==> src/rtl/serv_fetch.sv <==
// Instruction fetch unit: one bus read per accepted fetch, with flush/drain handling.
// Optional misaligned-PC trap is enabled by defining SERV_FETCH_ALIGN_CHECK_EN.
module serv_fetch #(
  parameter int AW = 32
) (
  input  logic          i_clk,
  input  logic          i_rst,
  input  logic          i_fetch,
  input  logic [AW-1:0] i_pc,
  input  logic          i_flush,
  output logic [AW-1:0] o_ibus_adr,
  output logic          o_ibus_cyc,
  input  logic [31:0]   i_ibus_rdt,
  input  logic          i_ibus_ack,
  output logic          o_wb_en,
  output logic [29:0]   o_wb_rdt,
  output logic          o_illegal,
  output logic          o_busy
);

  typedef enum logic [1:0] {
    IDLE    = 2'd0,
    BUS     = 2'd1,
    DELIVER = 2'd2,
    DRAIN   = 2'd3
  } state_t;

  localparam logic [AW-1:0] ADR_MASK = ~AW'(3);

  state_t        state_q, state_d;
  logic [AW-1:0] adr_q, adr_d;
  logic [29:0]   rdt_q, rdt_d;
  logic          illegal_q, illegal_d;

  always_comb begin
    state_d   = state_q;
    adr_d     = adr_q;
    rdt_d     = rdt_q;
    illegal_d = illegal_q;
    case (state_q)
      IDLE: begin
        // A simultaneous flush cancels the request outright.
        if (i_fetch && !i_flush) begin
          adr_d   = i_pc;
          state_d = BUS;
`ifdef SERV_FETCH_ALIGN_CHECK_EN
          if (i_pc[1:0] != 2'b00) begin
            state_d   = DELIVER;
            illegal_d = 1'b1;
          end
`endif
        end
      end
      BUS: begin
        if (i_ibus_ack) begin
          if (i_flush) begin
            state_d = IDLE;
          end else begin
            rdt_d     = i_ibus_rdt[31:2];
            illegal_d = (i_ibus_rdt[1:0] != 2'b11);
            state_d   = DELIVER;
          end
        end else if (i_flush) begin
          // The bus cycle cannot be abandoned; wait out the ack and drop the data.
          state_d = DRAIN;
        end
      end
      DELIVER: state_d = IDLE;
      DRAIN: begin
        if (i_ibus_ack) state_d = IDLE;
      end
      default: state_d = IDLE;
    endcase
  end

  always_ff @(posedge i_clk) begin
    if (i_rst) begin
      state_q   <= IDLE;
      illegal_q <= 1'b0;
    end else begin
      state_q   <= state_d;
      illegal_q <= illegal_d;
    end
  end

  // Address and instruction data carry no reset: they are only consumed when qualified.
  always_ff @(posedge i_clk) begin
    adr_q <= adr_d;
    rdt_q <= rdt_d;
  end

  assign o_ibus_adr = adr_q & ADR_MASK;
  assign o_ibus_cyc = (state_q == BUS) || (state_q == DRAIN);
  assign o_wb_en    = (state_q == DELIVER) && !i_flush;
  assign o_wb_rdt   = rdt_q;
  assign o_illegal  = illegal_q;
  assign o_busy     = (state_q != IDLE);

endmodule

==> config.mk <==
export PLATFORM = sky130hd
export DESIGN_NAME = serv_fetch
export DESIGN_NICKNAME = d
export VERILOG_FILES = /design/src/rtl/serv_fetch.sv
export SDC_FILE = /design/constraint.sdc
export NUM_CORES = 1
export LEC_CHECK = 0
export ABC_AREA = 1
export CAP_MARGIN = 20
export CORE_AREA = 2 2 80 82
export CTS_BUF_LIST = sky130_fd_sc_hd__clkbuf_16
export CTS_CLUSTER_SIZE = 24
export DETAILED_ROUTE_END_ITERATION = 8
export DIE_AREA = 0 0 82 84
export GPL_TIMING_DRIVEN = 0
export MAX_ROUTING_LAYER = met4
export PLACE_DENSITY = 0.76
export SLEW_MARGIN = 20
export SYNTH_ARGS = -nofsm -noshare
export SYNTH_HDL_FRONTEND = slang
export SYNTH_SLANG_ARGS = --single-unit
export TNS_END_PERCENT = 1
==> constraint.sdc <==
create_clock -name i_clk -period 3.1 [get_ports i_clk]
set_clock_uncertainty 0.15 [all_clocks]
set_input_delay 0.31 -clock i_clk [delete_from_list [all_inputs] [get_ports i_clk]]
set_output_delay 0.31 -clock i_clk [all_outputs]
set_load 0.01 [all_outputs]
==> flow_metrics.py, run 1 <==
metrics = {
    "timing": {
        "fin_crit_sh": 0.658,
        "finalSetupViolCount": 0,
        "hold_viol": 0,
        "max_freq_mhz": 490,
        "period_needed_ns": 2.04,
        "rsz0062_at_grt": "false",
        "drv_slew": 0,
    },
    "cts": {
        "hold_buffers": 0,
        "cts.sinks": 63,
        "clockRootBuffer": "clkbuf_16",
        "cts_max_path_buffers": 2,
        "htreeDepth": 3,
        "cts.repair.resized": 0,
        "clk_pin_slew_ns": 0.05,
        "cts_made_buffers": 9,
        "cts_setup_buffers": 0,
        "tritoncts": "built",
        "clk-insertion-delay-late_ns": 0.31,
    },
    "finish": {
        "nets": 313,
        "layout_common_cells": "130 x clkdlybuf4s50_1, 60 x edfxtp_1, 10 x nand2_1",
        "antenna_cells": 0,
        "stdcell_count": 326,
        "syn2layout_area_growth_pct": 85.7,
        "final_common_cell": "clkdlybuf4s50_1",
        "fin_area_mm2": 0.00376,
        "drive_gt1_frac": 0.0763,
    },
    "setup_path": {
        "rrSetupSlack_ns": 1.42,
        "crit_fanout": 7,
        "r2r_cells": 3,
        "crit_family": "buffers and inverters",
        "worstPathRequired_ns": 2.64,
        "r2r_start": "state_q[0]",
        "cp-end-kind": "output pin",
        "r2r-end": "o_wb_rdt[25]",
        "cp-start-kind": "register",
        "crit_type": "reg -> out",
        "worstPathBufferInverterCount": 2,
        "slowest_delay_ns": 0.56,
        "worstPathCellList": "nor2_1 > inv_1 > clkdlybuf4s50_1",
        "cp_slowest_cell": "clkdlybuf4s50_1",
        "worstPathArrival_ns": 1.58,
    },
    "routing": {
        "drtIter0Drc": 55,
        "ant_nets": 0,
        "wl_um": 4890,
        "vias": 1373,
        "post_drt_wl_per_cell_um": 15.0,
        "dr.pass1.iters": 4,
        "vias_per_cell": 4.21,
        "drc": 0,
    },
    "power_and_ir_drop": {
        "max-vdd-ir-drop_v": 0.000428,
        "power_density_mw_per_mm2": 611,
        "p_leak_nw": 1.35,
    },
    "yosys": {
        "synth_top_area_frac": 0.889,
        "ys_seq_area_frac": 0.919,
        "synth.area.top_cells": "edfxtp_1 89%, dfxtp_1 3.0%, nand2_1 1.9%",
        "syn-instance-count": 99,
        "ys_warn_count": 0,
        "netlist_area_mm2": 0.00203,
        "synthDistinctLibCells": 13,
        "synth.largest_area_cell": "edfxtp_1",
        "syn_avg_cell_area_um2": 20.5,
        "ys_ff_latch": 63,
    },
    "floorplanning": {
        "ios": 135,
        "start_util": 0.332,
        "coreArea_mm2": 0.00610,
        "rows": 29,
        "die_w_um": 82,
        "die_area_mm2": 0.00689,
        "die_h_um": 84,
    },
    "global_routing": {
        "grt_pass1_vias": 1384,
        "grt_pass1_wl_um": 6870,
        "grt_max_degree": 31,
        "overflow": 0,
        "antenna_found_initial": 0,
        "grtUsageTotal": 0.147,
    },
    "worst_hold_path": {
        "worstHoldPathCells": 2,
        "hold_path.class": "reg -> reg",
        "hold_start": "o_illegal",
        "hold_end": "o_illegal",
    },
    "placement": {
        "port_buffers": 130,
        "post_dp_cell_area_mm2": 0.00348,
        "place.gp.congestion": 0.667,
        "dp_hpwl_um": 3660,
        "dp.cells": 310,
    },
    "status": {
        "status": "completed",
    },
    "flow_run": {
        "cap_violations": 0,
    },
}
==> registers in the layout (all words and copies together), names as in the netlist <==
register	cells
adr_q	30
o_illegal	1
o_wb_rdt	30
state_q	2
==> cell usage after synthesis (all sizes together) <==
cell type  number
nand2          11
dfxtp           3
clkbuf          1
inv             6
conb            1
nor3            2
buf             2
nor2            9
a21oi           1
edfxtp         60
nand3           3
==> power breakdown <==
group | internal, mW | total, mW | switching (mW)
sequential | 1.01 | 1.03 | 0.0241
clock | 0.606 | 0.925 | 0.319
combinational | 0.200 | 0.339 | 0.139
==> through the flow <==
step	hold WS, ns	setup TNS [ns]	setup WS (ns)	util	total power [mW]
4_1_cts	0.340	0	1.05	0.617	2.32
2_1_floorplan	0.259	0	0.614	-	1.15
6_report	0.337	0	1.06	0.617	2.30
3_3_place_gp	0.336	-6.86	-0.230	0.562	1.36
5_1_grt	0.367	0	0.971	0.617	2.40
3_5_place_dp	0.331	0	1.04	0.571	1.39
==> cell type report <==
cell class,count,area [µm²]
Fill cell,479,2330
Clock buffer,9,225
Multi-Input combinational cell,28,134
Timing Repair Buffer,133,1350
Buffer,3,18.8
Inverter,6,22.5
Clock inverter,7,56.3
Sequential cell,63,1860
Tap cell,77,96.3
==> kinds of logic after synthesis <==
| logic type | synth area share |
|---|---|
| AO/OA/AOI/OAI | 0.00247 |
| buffers and inverters | 0.0204 |
| flip-flops | 0.919 |
| other | 0.00185 |
| AND/OR/NAND/NOR | 0.0562 |
==> worst min-delay path: stages, from the launching register on <==
cell,delay (ns)
dfxtp_1,0.31
nor2_1,0.09
nor2_1,0.05
==> worst max-delay path by stage <==
stage	startpoint	endpoint	slack, ns	cells past startpoint
2_1_floorplan	state_q[0]	adr_q[10]	0.61	3
4_1_cts	i_flush	o_wb_en	1.05	3
3_3_place_gp	i_flush	adr_q[4]	-0.23	4
6_report	state_q[0]	o_busy	1.06	3
5_1_grt	i_flush	o_wb_en	0.97	3
3_5_place_dp	i_ibus_ack	o_wb_rdt[12]	1.04	4
==> routing by layer <==
metal,vias to the layer above,share of wire,global-route usage
met5,-,0,-
met4,0,0.0057,0.0591
met3,2,0.12,0.0649
met2,92,0.51,0.242
met1,630,0.37,0.151
li1,649,-,-
Note: power is estimated with default switching activity, not from simulation.
==> inputs of run 2 (changes only) <==
Settings changed: CORE_AREA 2 2 80 82 to 2 2 83 85, DIE_AREA 0 0 82 84 to 0 0 85 87, PLACE_DENSITY 0.76 to 0.75.
Clock period 3.1 ns to 1.8 ns, I/O delays scaled along.
==> run 2 against run 1 <==
Count of clock-buffer cells in the layout is the same. Power grew 78%. Sequential power is 73% higher. Final area up 0.70%. Largest cell class unchanged. Setup slack worse by 0.93 ns. Largest power group unchanged. Hold slack got worse by 0.068 ns. Non-clock buffer count is 1 lower. Global-route usage is 2.1 points lower. Sequential cell count is the same.
==> flow_metrics.py, run 2 (synthesis gave the netlist of run 1 again) <==
metrics = {
    "placement": {
        "port_buffers": 130,
        "dp.cells": 312,
        "dp_hpwl_um": 3540,
        "place.gp.congestion": 0.702,
    },
    "routing": {
        "wl_um": 4790,
        "post_drt_wl_per_cell_um": 14.6,
        "drc": 0,
        "ant_nets": 0,
        "vias": 1360,
        "drtIter0Drc": 63,
        "vias_per_cell": 4.13,
        "dr.pass1.iters": 4,
    },
    "status": {
        "status": "completed",
    },
    "timing": {
        "finalSetupViolCount": 0,
        "fin_tns_setup_ns": 0,
        "hold_viol": 0,
        "drv_slew": 0,
        "rsz0062_at_grt": "false",
        "fin_crit_sh": 0.925,
        "period_needed_ns": 1.67,
        "max_freq_mhz": 600,
        "fin_hold_ws_ns": 0.269,
    },
    "worst_hold_path": {
        "worstHoldPathCells": 1,
        "hold_path.class": "in -> reg",
    },
    "finish": {
        "final_common_cell": "clkdlybuf4s50_1",
        "stdcell_count": 329,
        "syn2layout_area_growth_pct": 87.0,
        "nets": 313,
        "fillers": 524,
        "layout_common_cells": "127 x clkdlybuf4s50_1, 60 x edfxtp_1, 10 x nand2_1",
        "multi_input_area_um2": 148,
        "drive_gt1_frac": 0.0924,
        "regArea_mm2": 0.00186,
        "antenna_cells": 0,
    },
    "floorplanning": {
        "start_util": 0.308,
        "rows": 30,
        "die_area_mm2": 0.00740,
        "coreArea_mm2": 0.00657,
        "ios": 135,
        "die_w_um": 85,
        "die_h_um": 87,
    },
    "cts": {
        "tritoncts": "built",
        "cts.sinks": 63,
        "clockRootBuffer": "clkbuf_16",
        "htreeDepth": 3,
        "cts_setup_buffers": 0,
        "cts_max_path_buffers": 2,
        "cts_made_buffers": 9,
        "clk-insertion-delay-late_ns": 0.31,
        "hold_buffers": 0,
        "clk_pin_slew_ns": 0.05,
    },
    "power_and_ir_drop": {
        "p_int_mw": 3.26,
        "power_density_mw_per_mm2": 1080,
        "p_leak_nw": 1.38,
        "max-vdd-ir-drop_v": 0.000827,
        "comb_power_share": 0.143,
        "switching_share": 0.204,
        "p_switching_uw": 837,
        "seq_power_share": 0.435,
        "pwr-share-clk": 0.423,
    },
    "setup_path": {
        "r2r_cells": 3,
        "cp-end-kind": "output pin",
        "crit_fanout": 7,
        "cp-start-kind": "register",
        "worstPathArrival_ns": 1.34,
        "slowest_delay_ns": 0.53,
        "worstPathCellList": "clkbuf_1 > clkdlybuf4s50_1",
        "cp_slowest_cell": "clkdlybuf4s50_1",
        "crit_type": "reg -> out",
        "worstPathRequired_ns": 1.47,
    },
    "global_routing": {
        "overflow": 0,
        "grtUsageTotal": 0.126,
        "antenna_found_initial": 0,
        "grt_pass1_vias": 1272,
        "grt_max_degree": 31,
        "grt_pass1_wl_um": 6670,
    },
    "flow_run": {
        "cap_violations": 0,
    },
}
[run 2: changes by cell type in the layout (fill, tap and decap cells not counted), sizes merged]
cell           previous run  this run
clkinvlp                  1         0
buf                       5         4
clkdlybuf4s50           130       127
bufinv                    1         2
dlymetal6s2s              0         1
dlygate4sd2               0         2
nor2                      9        10
[run 2: area by class of cell]
class | count | share of cell area
clock buffers | 9 | 0.0594
repair buffers | 132 | 0.351
flip-flops and latches | 63 | 0.492
plain buffers | 3 | 0.00495
multi-input cells | 29 | 0.0390
clock inverters | 7 | 0.0211
inverters | 6 | 0.00594
well taps | 80 | 0.0264
[run 2: layer usage]
layer / global-route usage / vias up / routed length [µm]
met4: 0.0736 / 0 / 70
met1: 0.139 / 652 / 1790
met3: 0.0303 / 6 / 251
met5: - / - / 0
li1: - / 650 / -
met2: 0.209 / 52 / 2680
[run 2: worst paths after layout]
kind                   start         end  slack (ns)
hold reg to reg    o_illegal   o_illegal        0.34
hold / removal      i_pc[14]   adr_q[14]        0.27
setup / recovery  state_q[0]  o_ibus_cyc        0.13
setup reg to reg  state_q[1]   adr_q[19]        0.23
[run 2: power groups by stage]
stage	Combinational, mW	Sequential [mW]	Clock [mW]
floorplan	0.143	1.85	0
global placement	0.550	1.80	0
detailed placement	0.575	1.81	0
CTS	0.579	1.78	1.78
global route	0.634	1.79	1.83
finish	0.585	1.78	1.73
[run 2: timing repair]
| item | CTS | global route |
|---|---|---|
| pin swaps | 0 | 1 |
| resized for setup | 5 | 2 |
| endpoints found under the setup margin | 32 | 31 |
| gates cloned | 0 | 1 |
| hold endpoints to repair | 0 | 0 |
[run 2: per-stage QoR]
stage	worst slack (ns)	utilization	power [mW]	cell area, µm²
after floorplan	-0.0467	-	1.99	2040
after global placement	-0.627	0.523	2.35	3440
after detailed placement	-0.355	0.528	2.38	3470
after CTS	-0.0133	0.575	4.14	3770
after global routing	0.0419	0.577	4.26	3790
final	0.134	0.577	4.10	3790
[run 2: worst max-delay path, delay by kind of cell (launching register included)]
| family | cells | cell delay [ns] |
|---|---|---|
| buffers and inverters | 2 | 0.64 |
| flip-flops | 1 | 0.39 |
==> inputs of run 3 (changes only) <==
Settings changed: MAX_ROUTING_LAYER met4 to default, SKIP_LAST_GASP from default to 1.
==> run 3 against run 2 <==
Non-clock buffer count stayed put. Sequential share of layout area hardly changed. Critical endpoint is now o_busy. Via count is 1.8% higher. Critical path depth is 1 higher. Core utilization hardly changed. Final cell count unchanged. Sequential power is essentially flat. Final area hardly changed.
==> flow_metrics.py, run 3 (synthesis gave the netlist of run 1 again) <==
metrics = {
    "timing": {
        "finalSetupViolCount": 0,
        "rsz0062_at_grt": "true",
        "hold_viol": 0,
        "fin_crit_sh": 0.993,
        "period_needed_ns": 1.79,
        "max_freq_mhz": 559,
        "setup_slack_ns": 0.0119,
        "drv_slew": 0,
    },
    "setup_path": {
        "cp-start-kind": "register",
        "worstPathCellList": "nor2_2 > inv_2 > clkdlybuf4s50_1",
        "cp-end-kind": "output pin",
        "worstPathRequired_ns": 1.47,
        "crit_fanout": 7,
        "worstPathBufferInverterCount": 2,
        "cp_slowest_cell": "clkdlybuf4s50_1",
        "worstPathArrival_ns": 1.46,
        "crit_family": "buffers and inverters",
        "crit_type": "reg -> out",
        "slowest_delay_ns": 0.55,
    },
    "cts": {
        "cts_made_buffers": 9,
        "htreeDepth": 3,
        "clockRootBuffer": "clkbuf_16",
        "hold_buffers": 0,
        "cts_max_path_buffers": 2,
        "cts_setup_buffers": 0,
        "clk_pin_slew_ns": 0.05,
        "cts.sinks": 63,
        "tritoncts": "built",
        "clk-insertion-delay-late_ns": 0.31,
    },
    "routing": {
        "ant_nets": 0,
        "drtIter0Drc": 74,
        "dr.pass1.iters": 4,
        "post_drt_wl_per_cell_um": 14.5,
        "vias": 1384,
        "wl_um": 4770,
        "vias_per_cell": 4.21,
        "drc": 0,
    },
    "finish": {
        "nets": 313,
        "antenna_cells": 0,
        "drive_gt1_frac": 0.0924,
        "final_common_cell": "clkdlybuf4s50_1",
        "layout_common_cells": "129 x clkdlybuf4s50_1, 60 x edfxtp_1, 10 x nand2_1",
        "stdcell_count": 329,
        "syn2layout_area_growth_pct": 87.2,
        "fin_area_mm2": 0.00379,
    },
    "placement": {
        "dp_hpwl_um": 3540,
        "dp.cells": 312,
        "dp_slack_ns": -0.355,
        "place.gp.congestion": 0.694,
        "port_buffers": 130,
        "post_dp_cell_area_mm2": 0.00347,
    },
    "power_and_ir_drop": {
        "comb_power_share": 0.144,
        "switching_share": 0.204,
        "seq_power_share": 0.434,
        "pwr-share-clk": 0.422,
        "p_leak_nw": 1.38,
        "max-vdd-ir-drop_v": 0.000827,
        "p_switching_uw": 839,
        "p_int_mw": 3.27,
        "power_density_mw_per_mm2": 1080,
    },
    "floorplanning": {
        "coreArea_mm2": 0.00657,
        "rows": 30,
        "start_util": 0.308,
        "die_area_mm2": 0.00740,
        "die_h_um": 87,
        "die_w_um": 85,
        "ios": 135,
    },
    "flow_run": {
        "cap_violations": 0,
    },
    "global_routing": {
        "grt_pass1_vias": 1280,
        "antenna_found_initial": 0,
        "grtUsageTotal": 0.122,
        "overflow": 0,
        "grt_pass1_wl_um": 6650,
        "grt_max_degree": 31,
    },
    "status": {
        "status": "completed",
    },
    "worst_hold_path": {
        "hold_path.class": "in -> reg",
    },
}
run 3: cell types whose count changed in the layout (fill, tap and decap cells not counted), sizes merged:
cell	previous run	this run
clkdlybuf4s50	127	129
dlygate4sd2	2	0
run 3: layout make-up:
cell class,instances,area [µm²]
well taps,80,100
inverters,6,22.5
plain buffers,3,18.8
clock buffers,9,225
flip-flops and latches,63,1860
fillers,524,2780
repair buffers,132,1330
clock inverters,7,80.1
multi-input cells,29,148
run 3: repair_timing:
| action | CTS | global route |
|---|---|---|
| cloned | 0 | 1 |
| gates resized for setup | 0 | 5 |
| endpoints found under the setup margin | 32 | 33 |
| pin swaps | 0 | 1 |
run 3: worst paths after layout:
path                        from           to  slack [ns]  cells after the start
setup / recovery      state_q[0]       o_busy        0.01                      3
hold / removal    i_ibus_rdt[10]  o_wb_rdt[8]        0.27                      1
setup reg to reg      state_q[1]    adr_q[19]        0.24                      3
hold reg to reg        o_illegal    o_illegal        0.34                      2
run 3: layer usage:
| layer | routed length [µm] | vias up | track usage |
|---|---|---|---|
| met3 | 264 | 6 | 0.0303 |
| met4 | 82 | 0 | 0.0736 |
| met1 | 1760 | 672 | 0.139 |
| li1 | - | 649 | - |
| met2 | 2670 | 57 | 0.209 |
| met5 | 0 | - | 0 |
run 3: power by group through the flow:
stage	Combinational, mW	Sequential (mW)	Clock (mW)
3_3_place_gp	0.550	1.80	0
2_1_floorplan	0.143	1.85	0
5_1_grt	0.640	1.79	1.83
4_1_cts	0.577	1.78	1.78
3_5_place_dp	0.575	1.81	0
6_report	0.591	1.78	1.73
run 3: per-stage QoR:
| stage | TNS, ns | total power [mW] | utilization | hold WS, ns |
|---|---|---|---|---|
| after global placement | -28.20 | 2.35 | 0.523 | 0.317 |
| after detailed placement | -11.03 | 2.38 | 0.528 | 0.327 |
| after global routing | -0.0655 | 4.26 | 0.577 | 0.261 |
| final | 0 | 4.10 | 0.577 | 0.270 |
| after CTS | -4.44 | 4.13 | 0.574 | 0.258 |
| after floorplan | -1.40 | 1.99 | - | 0.129 |
